**config.mk**
```make
export PLATFORM = sky130hd
export DESIGN_NAME = toll_datapath
export DESIGN_NICKNAME = d
export VERILOG_FILES = /design/src/rtl/toll_datapath.sv
export SDC_FILE = /design/constraint.sdc
export NUM_CORES = 1
export LEC_CHECK = 0
export CAP_MARGIN = 25
export CORE_UTILIZATION = 45
export DETAILED_ROUTE_END_ITERATION = 10
export PLACE_DENSITY = 0.79
export SYNTH_ARGS = -nofsm -noshare
export SYNTH_HDL_FRONTEND = slang
export SYNTH_SLANG_ARGS = --single-unit
```
**constraint.sdc**
```tcl
create_clock -name clk -period 3.7 [get_ports clk]
set_clock_uncertainty 0.15 [all_clocks]
set_input_delay 1.11 -clock clk [delete_from_list [all_inputs] [get_ports clk]]
set_output_delay 1.11 -clock clk [all_outputs]
set_load 0.02 [all_outputs]
```
**src/rtl/toll_datapath.sv**
```systemverilog
// Toll-lane datapath: transit timer, fee/balance settlement, lane occupancy and barrier state.
// Optional TOLL_LOG_EN adds txn_count/revenue transaction logging.
module toll_datapath #(
  parameter int unsigned TIMER_W     = 16,
  parameter int unsigned BAL_W       = 16,
  parameter int unsigned BASE_FEE    = 20,
  parameter int unsigned SPEED_FINE  = 50,
  parameter int unsigned MIN_TRANSIT = 100
) (
  input  logic               clk,
  input  logic               reset_n,
  input  logic               init,
  input  logic               count,
  input  logic               cal,
  input  logic               up,
  input  logic               down,
  input  logic               en,
  input  logic               dis,
  input  logic               card_present,
  input  logic [BAL_W-1:0]   card_balance,
  output logic               valid_Epass,
  output logic [1:0]         num_veh,
  output logic               done,
  output logic [BAL_W-1:0]   fee,
  output logic [TIMER_W-1:0] elapsed,
  output logic [BAL_W-1:0]   new_balance,
  output logic               wr_balance,
  output logic               barrier_open
`ifdef TOLL_LOG_EN
  ,
  output logic [15:0]        txn_count,
  output logic [31:0]        revenue
`endif
);

  // Fast-transit fee is summed one bit wider and clamped so it never wraps below the base fee.
  localparam logic [BAL_W:0]   FEE_SUM  = (BAL_W+1)'(BASE_FEE) + (BAL_W+1)'(SPEED_FINE);
  localparam logic [BAL_W-1:0] FEE_BASE = BAL_W'(BASE_FEE);
  localparam logic [BAL_W-1:0] FEE_FAST = FEE_SUM[BAL_W] ? {BAL_W{1'b1}} : FEE_SUM[BAL_W-1:0];

  logic [TIMER_W-1:0] elapsed_q, elapsed_d;
  logic [1:0]         num_veh_q, num_veh_d;
  logic               done_q, done_d;
  logic [BAL_W-1:0]   new_balance_q, new_balance_d;
  logic               wr_balance_q, wr_balance_d;
  logic               barrier_open_q, barrier_open_d;
`ifdef TOLL_LOG_EN
  logic [15:0]        txn_count_q, txn_count_d;
  logic [31:0]        revenue_q, revenue_d;
`endif

  assign fee         = (32'(elapsed_q) < MIN_TRANSIT) ? FEE_FAST : FEE_BASE;
  assign valid_Epass = card_present & (card_balance >= fee);

  // Next-state for timer, settlement, occupancy and barrier paths.
  always_comb begin
    elapsed_d      = elapsed_q;
    num_veh_d      = num_veh_q;
    done_d         = 1'b0;
    new_balance_d  = new_balance_q;
    wr_balance_d   = 1'b0;
    barrier_open_d = barrier_open_q;
`ifdef TOLL_LOG_EN
    txn_count_d    = txn_count_q;
    revenue_d      = revenue_q;
`endif

    if (init) begin
      elapsed_d = '0;
    end else if (count && (elapsed_q != {TIMER_W{1'b1}})) begin
      elapsed_d = elapsed_q + TIMER_W'(1);
    end

    if (cal) begin
      done_d        = 1'b1;
      wr_balance_d  = valid_Epass;
      new_balance_d = valid_Epass ? (card_balance - fee) : card_balance;
`ifdef TOLL_LOG_EN
      if (valid_Epass) begin
        txn_count_d = txn_count_q + 16'd1;
        revenue_d   = revenue_q + 32'(fee);
      end
`endif
    end

    if (up && !down && (num_veh_q != 2'd3)) begin
      num_veh_d = num_veh_q + 2'd1;
    end else if (down && !up && (num_veh_q != 2'd0)) begin
      num_veh_d = num_veh_q - 2'd1;
    end

    if (dis) begin
      barrier_open_d = 1'b0;
    end else if (en) begin
      barrier_open_d = 1'b1;
    end
  end

  always_ff @(posedge clk or negedge reset_n) begin
    if (!reset_n) begin
      elapsed_q      <= '0;
      num_veh_q      <= '0;
      done_q         <= 1'b0;
      new_balance_q  <= '0;
      wr_balance_q   <= 1'b0;
      barrier_open_q <= 1'b0;
`ifdef TOLL_LOG_EN
      txn_count_q    <= '0;
      revenue_q      <= '0;
`endif
    end else begin
      elapsed_q      <= elapsed_d;
      num_veh_q      <= num_veh_d;
      done_q         <= done_d;
      new_balance_q  <= new_balance_d;
      wr_balance_q   <= wr_balance_d;
      barrier_open_q <= barrier_open_d;
`ifdef TOLL_LOG_EN
      txn_count_q    <= txn_count_d;
      revenue_q      <= revenue_d;
`endif
    end
  end

  assign elapsed      = elapsed_q;
  assign num_veh      = num_veh_q;
  assign done         = done_q;
  assign new_balance  = new_balance_q;
  assign wr_balance   = wr_balance_q;
  assign barrier_open = barrier_open_q;
`ifdef TOLL_LOG_EN
  assign txn_count    = txn_count_q;
  assign revenue      = revenue_q;
`endif

endmodule

```
## Word level (Yosys, flattened, before mapping)

Index checks and enable logic that the tools add are counted.

| operators by class | value |
|---|---|
| $add $sub $neg | 4 |
| magnitude comparators | 2 |
| equality and inequality tests | 2 |
| muxes and demuxes | 10 |
| bitwise gates (word level) | 1 |
| reduce and logical (&&, ||, !) cells | 11 |

Operator list:

| operator | count |
|---|---|
| $mux W16 | 3 |
| $add A16 B1 Y16 const B | 1 |
| $ge A16 B7 Y1 | 1 |
| $lt A16 B7 Y1 const B | 1 |
| $ne A16 B16 Y1 const B | 1 |
| $sub A16 B7 Y16 | 1 |
| $reduce_bool A2 Y1 | 4 |
| $mux W7 | 1 |
| $logic_and A1 B1 Y1 | 5 |
| $mux W1 | 4 |
| $mux W2 | 2 |
| $add A2 B1 Y2 const B | 1 |
| $logic_not A1 Y1 | 2 |
| $ne A2 B2 Y1 const B | 1 |
| $sub A2 B1 Y2 const B | 1 |
| $and A1 B1 Y1 | 1 |

| storage, ports and cells | value |
|---|---|
| bits in registers | 37 |
| input port bits | 26 |
| output and inout bits | 54 |

## Logic depth before layout (Yosys ltp)

Gate-level depths: netlist (run 1).

| depth | value |
|---|---|
| depth after elaboration | 5 |
| depth in mapped cells | 11 |
| gate-level depth less buffers | 11 |

## Least setup slack after synthesis (run 1)

OpenSTA, ideal clock, no wires.

| path | value |
|---|---|
| path type | register to output |
| start point | reg elapsed_q[2], in the netlist elapsed[2] |
| end point | out valid_Epass |
| data arrival time | 2.497 ns |
| data required time | 2.440 ns |
| path slack | -0.057 ns |
| cell stages (with the launch flop) | 10 |
| path buffers | 1 |
| cell sequence | dfrtp_1 > o311ai_0 > nand4_1 > inv_1 > ha_1 > nand4bb_4 > a31oi_4 > o21ai_2 > buf_4 > inv_1 |

| between the ends | value |
|---|---|
| word-level cells in the longest chain between the ends | 4 |

RTL lines:

| item | RTL line | source |
|---|---|---|
| start: declaration | 41 | `logic [TIMER_W-1:0] elapsed_q, elapsed_d;` |
| start signal: assignment | 112 | `elapsed_q <= elapsed_d;` |
| $lt A16 B7 Y1 | 52 | `assign fee = (32'(elapsed_q) < MIN_TRANSIT) ? FEE_FAST : FEE_BASE;` |
| $mux W7 | 52 |  |
| via fee[4] | 24 | `output logic [BAL_W-1:0] fee,` |
| $ge A16 B7 Y1 | 53 | `assign valid_Epass = card_present & (card_balance >= fee);` |
| $and A1 B1 Y1 | 53 |  |
| end: declaration | 21 | `output logic valid_Epass,` |

The timed path passes the listed nets, and every way through them passes these cells.

## Worst setup path after layout (run 1)

| path | value |
|---|---|
| start point | in card_balance[12] |
| end point | out valid_Epass |

| between the ends | value |
|---|---|
| word-level cells in the longest chain between the ends | 2 |

RTL lines:

| item | RTL line | source |
|---|---|---|
| start: declaration | 20 | `input logic [BAL_W-1:0] card_balance,` |
| $ge A16 B7 Y1 | 53 |  |
| $and A1 B1 Y1 | 53 |  |

Every way passes these cells.

==> summary.md, run 1 <==
| Metric | Value |
|---|---|
| Synth area leaders | dfrtp_1, nor2_1, buf_4 |
| Number of antenna diodes | 0 |
| PnR Total Power | 1.181 mW |
| Port bufs | 66 |
| Mapped cell area | 2300 sq um |
| Sequential share of the synthesized area | 0.4026 |
| Tmin final | 3.621 ns |
| Clk slew on worst S/H paths | 0.08 ns |
| Vias per inst | 5.332 |
| Final Hold Viols | 0 |
| CP required | 2.44 ns |
| Post-synth top area share | 0.4026 |
| Status | complete, no violations |
| Startpoint types | input pin |
| Largest net degree at the start of global routing | 38 |
| Starting Density | 0.4774 |
| Critical path class | in2out |
| Top_reg_cell synth | dfrtp_1 |
| Fmax | 0.2762 GHz |
| Post-synthesis adder-cell area fraction | 0.02720 |
| Final instance area | 3488 sq um |
| Die width | 73.49 um |
| Top cells by count, synth | nor2_1, dfrtp_1, buf_4 |
| Longest Clk Path Bufs | 2 |
| Clk_lat worst skew | 0.30 ns |
| Synth warn | 0 |
| TritonCTS buffer count | 5 |
| Synth Area in XOR/XNOR | 0.06474 |
| Number of synthesized flops with an enable pin | 0 |
| Post-synthesis compound-gate area fraction | 0.1768 |
| Core ar. | 4817 sq um |
| Die ar. | 5400 sq um |
| Area delta synth->final | 51.69% |
| Wire per inst | 14.21 um |
| CP Max Fanout | 5 |
| Count leader, synth | nor2_1 |
| RD Place Congestion | 0.8687 |
| Post-synthesis cell count | 256 |
| Vias in the first global route | 2114 |
| Lkg Pwr | 1.456 nW |
| Share of layout cells above drive strength 1 | 0.2280 |
| Slew Limit Fails | 0 |
| Nets | 394 |
| Worst VDD drop | 0.2019 mV |
| Asr flop ratio synth | 1.000 |
| Rel. slew slack | 0.4278 |
| Max_cap viols | 0 |
| Root Driver | clkbuf_8 |
| Hold slack final | 0.3602 ns |
| Initial antenna violation count | 0 |
| Antenna viol nets, final | 0 |
| GRT Total Usage | 0.2360 |
| Total Wirelength | 6126 um |
| CTS tree | built |
| Synth cell types | 51 |
| Sequential cell area | 928.4 sq um |
| Initial DRC count | 139 |
| Via count | 2298 |
| Placed cells | 418 |
| # hold bufs at CTS | 0 |
| Area of the multi-input gates | 1295 sq um |
| Placement Rows | 25 |
| Die H | 73.49 um |
| Synth area leader | dfrtp_1 |
| Multiplexer area fraction after synthesis | 0.009249 |
| Final setup viols | 0 |
| CTS H-tree lvls | 2 |
| Dpl cell area | 3264 sq um |
| CP Capture Type | output port |
| Largest family of logic cells by synthesized area | simple AND/OR/NAND/NOR gates |
| Average cell area after synthesis | 8.983 sq um |
| First-pass iteration count of the detailed router | 4 |
| Data arrival, critical path | 2.36 ns |
| Filler cells | 371 |
| HP Class | reg2reg |
| RSZ-0062 raised after global routing | false |
| I/O Pins | 80 |
| First-pass GRT wire length | 9708 um |
| Post-synthesis register bit count | 37 |
| CTS sink count | 37 |
| Total grt overflow | 0 |
| Detailed Place HPWL | 4350 um |
| Pwr Density | 338.7 nW/um^2 |
| Final Cycle Share | 0.9786 |
| Worst-margin pin slew | 0.8551 ns |
| Final std cells w/o fill | 431 |
| # DRC | 0 |
| Post-Synth Simple-Gate Area | 0.2307 |
-- per-layer routing --
metal,part of all wire,GRT usage,vias up
met4,0.025,0.07906,0
met2,0.48,0.3802,90
met3,0.058,0.05898,17
met5,0,0,-
li1,-,-,1110
met1,0.43,0.3102,1081
-- placed cells by master, fill, tap and decap left out, types with 4 or more instances in the layout --
cell type | synthesis | final
o21ai_0 | 8 | 7
clkbuf_8 | 0 | 5
nand3_1 | 8 | 8
conb_1 | 2 | 13
nand2_1 | 13 | 13
xor2_1 | 5 | 5
a31oi_1 | 12 | 12
dlygate4sd2_1 | 0 | 7
inv_1 | 12 | 9
buf_4 | 15 | 46
xnor2_1 | 12 | 12
nor2_1 | 40 | 40
nand4_1 | 6 | 6
o31ai_1 | 6 | 6
a21oi_1 | 11 | 11
or4_1 | 6 | 6
clkdlybuf4s50_1 | 0 | 55
dfrtp_1 | 37 | 35
nor3_1 | 6 | 4
-- worst max-delay path, cell delays in order --
cell and delay, ns:
dlygate4sd2_1 0.28, nor4_2 0.28, buf_4 0.16, nand4_1 0.14
o21ai_2 0.19, inv_2 0.06, buf_6 0.13
-- what timing repair did --
item / CTS / global route
gates resized for setup: 18 / 7
endpoints found under the setup margin: 1 / 1
pin swaps: 5 / 4
setup buffers: 2 / 3
-- cell type report --
type | count | area share
flip-flops and latches | 37 | 0.2661
clock inverters | 3 | 0.01973
inverters | 12 | 0.01291
multi-input cells | 195 | 0.3712
well taps | 67 | 0.02403
repair buffers | 112 | 0.2862
clock buffers | 5 | 0.01973
-- cells by family (layout without fill, tap and decap cells) --
logic type,after synthesis,after routing
xor+xnor,17,17
simple gates,101,101
mux,2,2
compound gates,57,57
flops,37,37
fa+ha+maj,5,5
other cells,2,13
buf+inv,35,132
-- where the power goes --
group / internal (mW) / switching [mW]
Combinational: 0.136 / 0.152
Sequential: 0.438 / 0.0226
Clock: 0.272 / 0.162
Total: 0.845 / 0.336
-- flip-flops by register name, indices dropped and copies added, names as in the netlist --
register,count
done,1
new_balance,16
wr_balance,1
num_veh,2
elapsed,16
barrier_open,1
-- stage by stage --
step / setup TNS, ns / util / setup WS (ns)
after floorplan: 0 / - / 0.01213
after global placement: -0.5495 / 0.6777 / -0.5495
after detailed placement: -0.5658 / 0.6777 / -0.5658
after CTS: 0 / 0.7125 / 0.01096
after global routing: 0 / 0.7242 / 0.01049
final: 0 / 0.7242 / 0.07921
-- worst paths after layout --
kind / start / depth (start not counted) / slack [ns] / endpoint
setup / recovery: card_balance[12] / 7 / 0.08 / valid_Epass
hold / removal: num_veh[0] / 1 / 0.36 / num_veh[0]
setup reg to reg: elapsed[11] / 12 / 0.46 / new_balance[15]
hold reg to reg: num_veh[0] / 1 / 0.36 / num_veh[0]
max in group asynchronous: reset_n / 1 / 2.07 / elapsed[2]
min in group asynchronous: reset_n / 1 / 0.75 / elapsed[1]
Power figures use the tool's default switching activity.
==> run 2: changes to the inputs <==
--- a/config.mk
+++ b/config.mk
@@ -6,6 +6,7 @@
 export NUM_CORES = 1
 export LEC_CHECK = 0
 export CAP_MARGIN = 25
+export CORE_MARGIN = 4
 export CORE_UTILIZATION = 45
 export DETAILED_ROUTE_END_ITERATION = 10
 export PLACE_DENSITY = 0.79
==> summary.md, run 2 (synthesis gave the netlist of run 1 again) <==
| Metric | Value |
|---|---|
| Hold path startpoint | new_balance[2] (was num_veh[0]) |
| Final setup viols | 0 (unchanged) |
| Sequential share of power | 0.451 (was 0.390) |
| Root Driver | clkbuf_8 (unchanged) |
| Pwr Density | 302.0 nW/um^2 (was 338.7 nW/um^2) |
| Largest net degree at the start of global routing | 38 (unchanged) |
| Worst-margin pin slew | 0.8704 ns (was 0.8551 ns) |
| Setup slack, reg-to-reg | 0.46 ns (about the same) |
| Crit-path slowest cell | clkdlybuf4s50_1 (was dlygate4sd2_1) |
| Critical path class | in2out (unchanged) |
| Share of layout cells above drive strength 1 | 0.2067 (was 0.2280) |
| PnR Total Power | 1.020 mW (was 1.181 mW) |
| I/O Pins | 80 (unchanged) |
| Tmin final | 3.631 ns (was 3.621 ns) |
| Lkg Pwr | 1.426 nW (was 1.456 nW) |
| Starting Density | 0.4743 (was 0.4774) |
| CP Max Fanout | 3 (was 5) |
| Combinational Power Share | 0.282 (was 0.244) |
| Initial DRC count | 124 (was 139) |
| # DRC | 0 (unchanged) |
| Commonest cells after routing, fill and taps aside | clkdlybuf4s50_1, nor2_1, buf_4, dfrtp_1 (was clkdlybuf4s50_1, buf_4, nor2_1, dfrtp_1) |
| Worst VDD drop | 0.2247 mV (was 0.2019 mV) |
| Net Sw Power | 0.3153 mW (was 0.3361 mW) |
| Total Wirelength | 6090 um (was 6126 um) |
| Final std cells w/o fill | 425 (was 431) |
| Slew Limit Fails | 0 (unchanged) |
| Final Hold Viols | 0 (unchanged) |
| Die ar. | 6318 sq um (was 5400 sq um) |
| Initial antenna violation count | 0 (unchanged) |
| Core ar. | 4848 sq um (was 4817 sq um) |
| Wire per inst | 14.33 um (was 14.21 um) |
| CP required | 2.44 ns (about the same) |
| Placement Rows | 25 (unchanged) |
| CP delay by family, top | buffers and inverters (unchanged) |
| Port bufs | 66 (unchanged) |
| HP Class | reg2reg (unchanged) |
| First-pass iteration count of the detailed router | 4 (unchanged) |
| Max_cap viols | 0 (unchanged) |
| Vias per inst | 5.240 (was 5.332) |
| Via count | 2227 (was 2298) |
| Longest Clk Path Bufs | 2 (unchanged) |
| Die H | 79.49 um (was 73.49 um) |
| Max incr delay on CP | 0.48 ns (was 0.28 ns) |
| # hold bufs at CTS | 0 (unchanged) |
| Area of the multi-input gates | 1279 sq um (was 1295 sq um) |
| CTS H-tree lvls | 2 (unchanged) |
| Placed cells | 413 (was 418) |
| Clk_lat worst skew | 0.29 ns (was 0.30 ns) |
| Vias in the first global route | 2197 (was 2114) |
| TritonCTS buffer count | 5 (unchanged) |
| RD Place Congestion | 0.8908 (was 0.8687) |
| Crit path buf inv count | 3 (was 4) |
| Commonest non-fill, non-tap cell in the layout | clkdlybuf4s50_1 (unchanged) |
| P_int | 0.7050 mW (was 0.8453 mW) |
| Detailed Place HPWL | 4499 um (was 4350 um) |
| GRT Total Usage | 0.1937 (was 0.2360) |
| Antenna viol nets, final | 0 (unchanged) |
| Final Cycle Share | 0.9813 (was 0.9786) |
| Number of antenna diodes | 0 (unchanged) |
| Sw Ratio | 0.3090 (was 0.2845) |
| Nets | 388 (was 394) |
| Total grt overflow | 0 (unchanged) |
| CTS sink count | 37 (unchanged) |
| Reg2reg start | elapsed[4] (was elapsed[11]) |
| Clock power share | 0.267 (was 0.367) |
| Rel. slew slack | 0.4176 (was 0.4278) |
| Startpoint types | input pin (unchanged) |
| Die width | 79.49 um (was 73.49 um) |
| First-pass GRT wire length | 9784 um (was 9708 um) |
| Fmax | 0.2754 GHz (was 0.2762 GHz) |
| Filler cells | 391 (was 371) |
| Data arrival, critical path | 2.37 ns (was 2.36 ns) |
| Post-layout util | 0.6968 (was 0.7242) |
| CTS tree | built (unchanged) |
| Area delta synth->final | 46.90% (was 51.69%) |
| CP Capture Type | output port (unchanged) |
| CP Launch Point | card_balance[7] (was card_balance[12]) |
| Sequential cell area | 928.4 sq um (unchanged) |
| Worst-path cell chain | clkdlybuf4s50_1 -> nor3_2 -> nand4_1 -> o21ai_2 -> inv_2 -> buf_6 (was dlygate4sd2_1 -> nor4_2 -> buf_4 -> nand4_1 -> o21ai_2 -> inv_2 -> buf_6) |
| Clk slew on worst S/H paths | 0.08 ns (about the same) |
| Status | complete, no violations (unchanged) |
run 2: changes by cell type in the layout (fill, tap and decap cells not counted), moves of 2 or more:
cell            previous run  this run
buf_4                     46        40
bufinv_16                  2         0
clkinv_2                   0         2
dlymetal6s2s_1             2         4
run 2: power by group through the flow:
stage / sequential (mW) / combinational (mW) / clock [mW]
after floorplan: 0.509 / 0.106 / 0
after global placement: 0.467 / 0.281 / 0
after detailed placement: 0.468 / 0.286 / 0
after CTS: 0.461 / 0.287 / 0.279
after global routing: 0.466 / 0.314 / 0.296
final: 0.460 / 0.288 / 0.272
run 2: metal layers:
layer / up-vias / GRT usage / part of all wire
met3: 9 / 0.04515 / 0.063
met4: 0 / 0.05842 / 0.017
met1: 1056 / 0.2450 / 0.42
li1: 1092 / - / -
met5: - / 0 / 0
met2: 70 / 0.3272 / 0.49
run 2: path summary, 6_finish.rpt:
check,end,depth (start not counted)
max,valid_Epass,6
min,new_balance[2],2
max reg2reg,new_balance[14],11
min reg2reg,new_balance[2],2
max in group asynchronous,elapsed[2],1
min in group asynchronous,elapsed[1],1
run 2: cell type report:
class | instances | share of cell area
flip-flops and latches | 37 | 0.2748
well taps | 67 | 0.02481
inverters | 12 | 0.01333
multi-input cells | 195 | 0.3785
clock inverters | 2 | 0.002963
clock buffers | 6 | 0.02148
repair buffers | 106 | 0.2841
run 2: stage by stage:
| step | area [sq um] | hold WS (ns) | setup slack (ns) | setup TNS (ns) |
|---|---|---|---|---|
| global route | 3378 | 0.3984 | -0.02865 | -0.02865 |
| global placement | 3227 | 0.3350 | -0.5662 | -0.5662 |
| finish | 3378 | 0.3650 | 0.06922 | 0 |
| CTS | 3344 | 0.3632 | 0.02487 | 0 |
| floorplan | 2369 | 0.4384 | 0.01213 | 0 |
| detailed placement | 3227 | 0.3419 | -0.5977 | -0.5977 |
run 2: timing repair:
item                                    CTS  global route
buffers inserted                          2             2
endpoints found under the setup margin    1             1
resized for setup                        18             6
pin swaps                                 5             6
run 2: worst reg2reg max path: cells and delay by family (launching register included):
family / cells / cell delay [ns]
buffers and inverters: 3 / 0.44
adders and majority gates: 1 / 0.23
DFF: 1 / 0.41
AOI/OAI and AO/OA: 4 / 1.08
and+or+nand+nor: 3 / 0.84
